**src/rtl/watch_mode_ctrl.sv**
```systemverilog
// watch_mode_ctrl: mode state machine and key-event router for the watch/stopwatch board.
// Turns debounced key pulses into one-cycle command strobes and drives the display-select,
// field-select, blink and indicator signals used by display_hex.
module watch_mode_ctrl #(
  parameter int unsigned CLK_HZ    = 50_000_000,
  parameter int unsigned BLINK_HZ  = 1,
  parameter int unsigned TIMEOUT_S = 10
) (
  input  logic       clk,
  input  logic       rst_n,
  input  logic       key_first_1,
  input  logic       key_long_1,
  input  logic       key_first_2,
  input  logic       key_long_2,
  output logic       dsp_hex,
  output logic       set_active,
  output logic [1:0] sel_field,
  output logic       blink,
  output logic       led_point,
  output logic       inc_hour,
  output logic       inc_min,
  output logic       sw_start_stop,
  output logic       sw_clear,
  output logic       sw_running
);

  // Cycles per blink half-period and per inactivity timeout.
  localparam int unsigned BLINK_TC = CLK_HZ / (2 * BLINK_HZ);
  localparam int unsigned BLINK_W  = (BLINK_TC > 1) ? $clog2(BLINK_TC) : 1;
  localparam int unsigned TO_TC    = TIMEOUT_S * CLK_HZ;
  localparam int unsigned TO_W     = (TO_TC > 0) ? $clog2(TO_TC + 1) : 1;

  localparam logic [BLINK_W-1:0] BLINK_LAST = BLINK_W'(BLINK_TC - 1);
  localparam logic [TO_W-1:0]    TO_LAST    = TO_W'(TO_TC);

  // A blink period shorter than two clocks cannot be produced.
  if (CLK_HZ < 2 * BLINK_HZ) begin : g_bad_blink_cfg
    $fatal(1, "watch_mode_ctrl: CLK_HZ must be at least 2*BLINK_HZ");
  end

  typedef enum logic [1:0] {
    ST_WATCH     = 2'd0,
    ST_SET_HOUR  = 2'd1,
    ST_SET_MIN   = 2'd2,
    ST_STOPWATCH = 2'd3
  } state_e;

  state_e             state_q;
  state_e             state_d;
  logic [BLINK_W-1:0] blink_cnt_q;
  logic [BLINK_W-1:0] blink_cnt_d;
  logic [TO_W-1:0]    to_cnt_q;
  logic [TO_W-1:0]    to_cnt_d;

  logic ev_long_1;
  logic ev_short_1;
  logic ev_long_2;
  logic ev_short_2;
  logic any_key;
  logic timeout;

  logic       in_set_d;
  logic       enter_set;
  logic       blink_restart;
  logic       blink_d;
  logic       dsp_hex_d;
  logic [1:0] sel_field_d;
  logic       led_point_d;
  logic       inc_hour_d;
  logic       inc_min_d;
  logic       sw_start_stop_d;
  logic       sw_clear_d;
  logic       sw_running_d;

  // Per-cycle arbitration: long beats short on a key, key 1 beats key 2; losers are dropped.
  always_comb begin
    ev_long_1  = key_long_1;
    ev_short_1 = key_first_1 & ~key_long_1;
    ev_long_2  = key_long_2 & ~(key_first_1 | key_long_1);
    ev_short_2 = key_first_2 & ~key_long_2 & ~(key_first_1 | key_long_1);
    any_key    = key_first_1 | key_long_1 | key_first_2 | key_long_2;
    timeout    = (to_cnt_q == TO_LAST);
  end

  // Next mode and command strobes; an expired timeout takes precedence over any key.
  always_comb begin
    state_d         = state_q;
    inc_hour_d      = 1'b0;
    inc_min_d       = 1'b0;
    sw_start_stop_d = 1'b0;
    sw_clear_d      = 1'b0;
    sw_running_d    = sw_running;
    case (state_q)
      ST_WATCH: begin
        if (ev_long_1) begin
          state_d = ST_STOPWATCH;
        end else if (ev_long_2) begin
          state_d = ST_SET_HOUR;
        end
      end
      ST_SET_HOUR: begin
        if (timeout) begin
          state_d = ST_WATCH;
        end else if (ev_short_2) begin
          inc_hour_d = 1'b1;
        end else if (ev_short_1) begin
          state_d = ST_SET_MIN;
        end else if (ev_long_2) begin
          state_d = ST_WATCH;
        end
      end
      ST_SET_MIN: begin
        if (timeout) begin
          state_d = ST_WATCH;
        end else if (ev_short_2) begin
          inc_min_d = 1'b1;
        end else if (ev_short_1 || ev_long_2) begin
          state_d = ST_WATCH;
        end
      end
      ST_STOPWATCH: begin
        if (ev_long_1) begin
          state_d = ST_WATCH;
        end else if (ev_short_1) begin
          sw_start_stop_d = 1'b1;
          sw_running_d    = ~sw_running;
        end else if (ev_short_2 && !sw_running) begin
          sw_clear_d = 1'b1;
        end
      end
      default: begin
        state_d = ST_WATCH;
      end
    endcase
  end

  // Blink and timeout counters plus the per-mode output decode of the next state.
  always_comb begin
    in_set_d      = (state_d == ST_SET_HOUR) || (state_d == ST_SET_MIN);
    enter_set     = in_set_d && (state_d != state_q);
    blink_restart = enter_set | inc_hour_d | inc_min_d;
    blink_cnt_d   = blink_cnt_q + BLINK_W'(1);
    blink_d       = blink;
    to_cnt_d      = to_cnt_q + TO_W'(1);
    dsp_hex_d     = 1'b1;
    sel_field_d   = 2'd0;
    led_point_d   = 1'b1;

    // Restart the phase so an edited field shows at once.
    if (blink_restart) begin
      blink_cnt_d = '0;
      blink_d     = 1'b1;
    end else if (blink_cnt_q == BLINK_LAST) begin
      blink_cnt_d = '0;
      blink_d     = ~blink;
    end

    if (!in_set_d || enter_set || any_key) begin
      to_cnt_d = '0;
    end

    case (state_d)
      ST_WATCH: begin
        led_point_d = blink_d;
      end
      ST_SET_HOUR: begin
        sel_field_d = 2'd2;
      end
      ST_SET_MIN: begin
        sel_field_d = 2'd1;
      end
      ST_STOPWATCH: begin
        dsp_hex_d   = 1'b0;
        led_point_d = sw_running_d;
      end
      default: begin
        dsp_hex_d = 1'b1;
      end
    endcase
  end

  // State, counters and all outputs registered; reset cancels any pulse in flight.
  always_ff @(posedge clk or negedge rst_n) begin
    if (!rst_n) begin
      state_q       <= ST_WATCH;
      blink_cnt_q   <= '0;
      to_cnt_q      <= '0;
      dsp_hex       <= 1'b1;
      set_active    <= 1'b0;
      sel_field     <= 2'd0;
      blink         <= 1'b1;
      led_point     <= 1'b1;
      inc_hour      <= 1'b0;
      inc_min       <= 1'b0;
      sw_start_stop <= 1'b0;
      sw_clear      <= 1'b0;
      sw_running    <= 1'b0;
    end else begin
      state_q       <= state_d;
      blink_cnt_q   <= blink_cnt_d;
      to_cnt_q      <= to_cnt_d;
      dsp_hex       <= dsp_hex_d;
      set_active    <= in_set_d;
      sel_field     <= sel_field_d;
      blink         <= blink_d;
      led_point     <= led_point_d;
      inc_hour      <= inc_hour_d;
      inc_min       <= inc_min_d;
      sw_start_stop <= sw_start_stop_d;
      sw_clear      <= sw_clear_d;
      sw_running    <= sw_running_d;
    end
  end

  // At most one consumer receives a command in any cycle.
  a_pulse_onehot: assert property (@(posedge clk) disable iff (!rst_n)
    $onehot0({inc_hour, inc_min, sw_start_stop, sw_clear}));

  // Field select never takes the unused encoding.
  a_sel_field_legal: assert property (@(posedge clk) disable iff (!rst_n)
    sel_field != 2'd3);

endmodule

```
**config.mk**
```make
export PLATFORM = sky130hd
export DESIGN_NAME = watch_mode_ctrl
export DESIGN_NICKNAME = d
export VERILOG_FILES = /design/src/rtl/watch_mode_ctrl.sv
export SDC_FILE = /design/constraint.sdc
export NUM_CORES = 1
export LEC_CHECK = 0
export CORE_MARGIN = 1
export CORE_UTILIZATION = 40
export CTS_CLUSTER_SIZE = 24
export DETAILED_ROUTE_END_ITERATION = 10
export SLEW_MARGIN = 20
export SYNTH_ARGS = -nofsm -noshare
export SYNTH_HDL_FRONTEND = slang
export SYNTH_SLANG_ARGS = --single-unit
export TNS_END_PERCENT = 30
```
**constraint.sdc**
```tcl
create_clock -name clk -period 5.7 [get_ports clk]
set_clock_uncertainty 0.1 [all_clocks]
set_input_delay 1.14 -clock clk [delete_from_list [all_inputs] [get_ports clk]]
set_output_delay 1.14 -clock clk [all_outputs]
set_load 0.005 [all_outputs]
```
==> run metrics <==
DRC Markers 0; Placed Area roughly 3800 um^2; CTS tree done; Post-Synth Adder-Cell Area 2.44%; vias in the first global route 2526; Post-synth EDFFs 0; P per Cell Area 294 nW/um^2; worst min-delay path category register to register; RSZ-0062 raised after global routing no; Clk pwr share a little under 40%; Overflow after GRT 0; CTS clk-pin slew, worst paths ~70 ps; Placed Cells incl. Taps around 460; most instantiated cells after synthesis dfrtp_1, xor2_1, nor2_1; synthesized net count 356; Ports 17; share of cells above drive strength 1 17.0%; initial DRC count around 120; sequential share of the synthesized area a little under half; antenna viol nets, final 0; Worst path max stage delay 810 ps; Mapped Cells 343; Most used DFF post-synth dfrtp_1; H-tree depth 3; crit path max fanout 26; multi-input logic area 1780 um^2; chip width 96.8 um; post-CTS sizing 0; synth top area cells dfrtp_1, xor2_1, nor3_2; fin nets around 370; Cell Count, Final, Fillers Out 473; setup repair bufs after CTS 0; routed vias/inst 5.17; crit-path cells nor4b_1 > nand4_1 > nor3_4 > and2b_1 > o21ai_0 > a21oi_1 > ha_1 > inv_1 > a31oi_4 > nor3_1; post-layout min period 3630 ps; met2 Track Usage GR 23.4%; post-synth top area share approximately 45%; DR WL/cell between 10 and 15 um; slack of the critical path between 2000 and 2500 ps; TritonCTS Buffers 9; Syn Area/Cell between 10 and 15 um^2; hold slack final approximately 400 ps; Final setup viols 0; simple-gate area share of the yosys netlist between 30% and 40%; leakage dissipation approximately 1.6 nW; WL final about 6500 um; area leader, netlist dfrtp_1; first-pass GRT wire length around 12000 um; PortBufs 16; fillers 816; startpoint types register; net switching power 334 uW; Synth cell types 40; max cap viols 0; Synth-to-Final Area Change 12.6%; Arr. time, crit path 3710 ps; largest family of logic cells by synthesized area simple AND/OR/NAND/NOR gates; Sink Count 67; Seq pwr share a little under half; Post-synth ARST share 100%; Slew HR 31.2%; Max rail drop VDD 0.000166 V; Sw Ratio 28.1%; slowest stage cell, crit path a31oi_4; Yosys warning total 0; mux contribution to synthesized area 0.418%; crit path kind register to register; Setup TNS 0 ps; dpl hpwl 4240 um; XOR/XNOR Fraction of Synth Area 12.9%; crit-path leading delay family simple AND/OR/NAND/NOR gates; fin. max-slew vios 0; Final Hold Fails 0; Die Footprint 9360 um^2; cell-internal power 856 uW; met3 Use GR ~5%; FP Rows 34; Synth Register Bits 67; via count 2447; CP Data Required Time between 5000 and 6000 ps; outcome finished clean; largest net degree at the start of global routing between 60 and 70; Clock Path Buffers 2; Chip Height 96.8 um; gr usage total 15.3%; antenna cells 0; clk_lat worst skew 340 ps; most frequent cell after synthesis dfrtp_1; Core Box Area 8720 um^2; M1 GR Usage 20.8%; CP Capture Type register; Top Usage Layer GRT met2; Mapped Area about 3600 um^2; Hold-fix buffers, CTS 0; total power 1.19 mW; worst path bufs/invs 1; Logic pwr share between 15 and 20%; Core Util, Final a little under half; total iterations of the first detailed-routing run 4; routability cong. 0.755; Final Instance Area 4050 um^2; DP Worst Slack 1780 ps; initial antenna violation count 0; register area 1680 um^2; compound-gate portion of the synthesized area 3.07%; CTS root buffer clkbuf_8; Least-Margin Pin Slew 1030 ps; initial core utilization 41.2%; Final Cycle Share 63.7%; highest clock rate 0.275 GHz
-- power groups by stage --
| stage | sequential (mW) | combinational (mW) | clock (mW) |
|---|---|---|---|
| after floorplan | 0.541 | 0.138 | 0 |
| after global placement | 0.550 | 0.188 | 0 |
| after detailed placement | 0.550 | 0.191 | 0 |
| after CTS | 0.541 | 0.191 | 0.478 |
| after global routing | 0.547 | 0.210 | 0.493 |
| final | 0.541 | 0.188 | 0.460 |
-- logic make-up after synthesis --
family                   Yosys count
buffers and inverters             23
XOR/XNOR                          53
adder cells (fa/ha/maj)            7
AO/OA/AOI/OAI                     17
AND/OR/NAND/NOR                  175
flip-flops                        67
multiplexers                       1
-- per-layer routing --
metal  share of wire, %  vias up
li1                   -     1219
met1                 51     1198
met2                 45       24
met3                3.0        6
met4                1.1        0
met5                  0        -
-- registers in the layout, indices dropped and copies added, names as in the netlist --
register and count:
blink 1, blink_cnt_q 25, dsp_hex 1, inc_hour 1
inc_min 1, led_point 1, sel_field 2, set_active 1
state_q 2, sw_clear 1, sw_running 1, sw_start_stop 1
to_cnt_q 29
-- cell type report --
class | instances | area share [%]
clock buffers | 11 | 3.74
clock inverters | 5 | 2.10
inverters | 10 | 0.928
multi-input cells | 253 | 44.0
flip-flops and latches | 67 | 41.5
well taps | 108 | 3.34
repair buffers | 19 | 4.39
-- final timing paths --
kind	depth (start not counted)	endpoint	slack, ps	startpoint
worst max-delay path	10	blink_cnt_q[24]$_DFF_PN0_	2070	to_cnt_q[21]$_DFF_PN0_
worst min-delay path	1	sw_clear$_DFF_PN0_	400	sw_running$_DFF_PN0_
worst max register to register	10	blink_cnt_q[24]$_DFF_PN0_	2070	to_cnt_q[21]$_DFF_PN0_
worst min register to register	1	sw_clear$_DFF_PN0_	400	sw_running$_DFF_PN0_
max in group asynchronous	2	blink_cnt_q[7]$_DFF_PN0_	4060	rst_n
min in group asynchronous	2	to_cnt_q[26]$_DFF_PN0_	880	rst_n
-- layout by cell type, fill, tap and decap left out, drive strengths merged, types with 3 or more instances in the layout --
cell type and count:
inv 10, xor2 37, dfstp 3, nand3 22, dfrtp 64, nor3 34
and4 9, clkdlybuf4s50 15, buf 4, clkbuf 11, o21ai 6, a21oi 7
nand4 18, nor4b 5, ha 7, and3 5, xnor2 16, nor2 46
nand2 22
(Power assumes the default switching activity.)
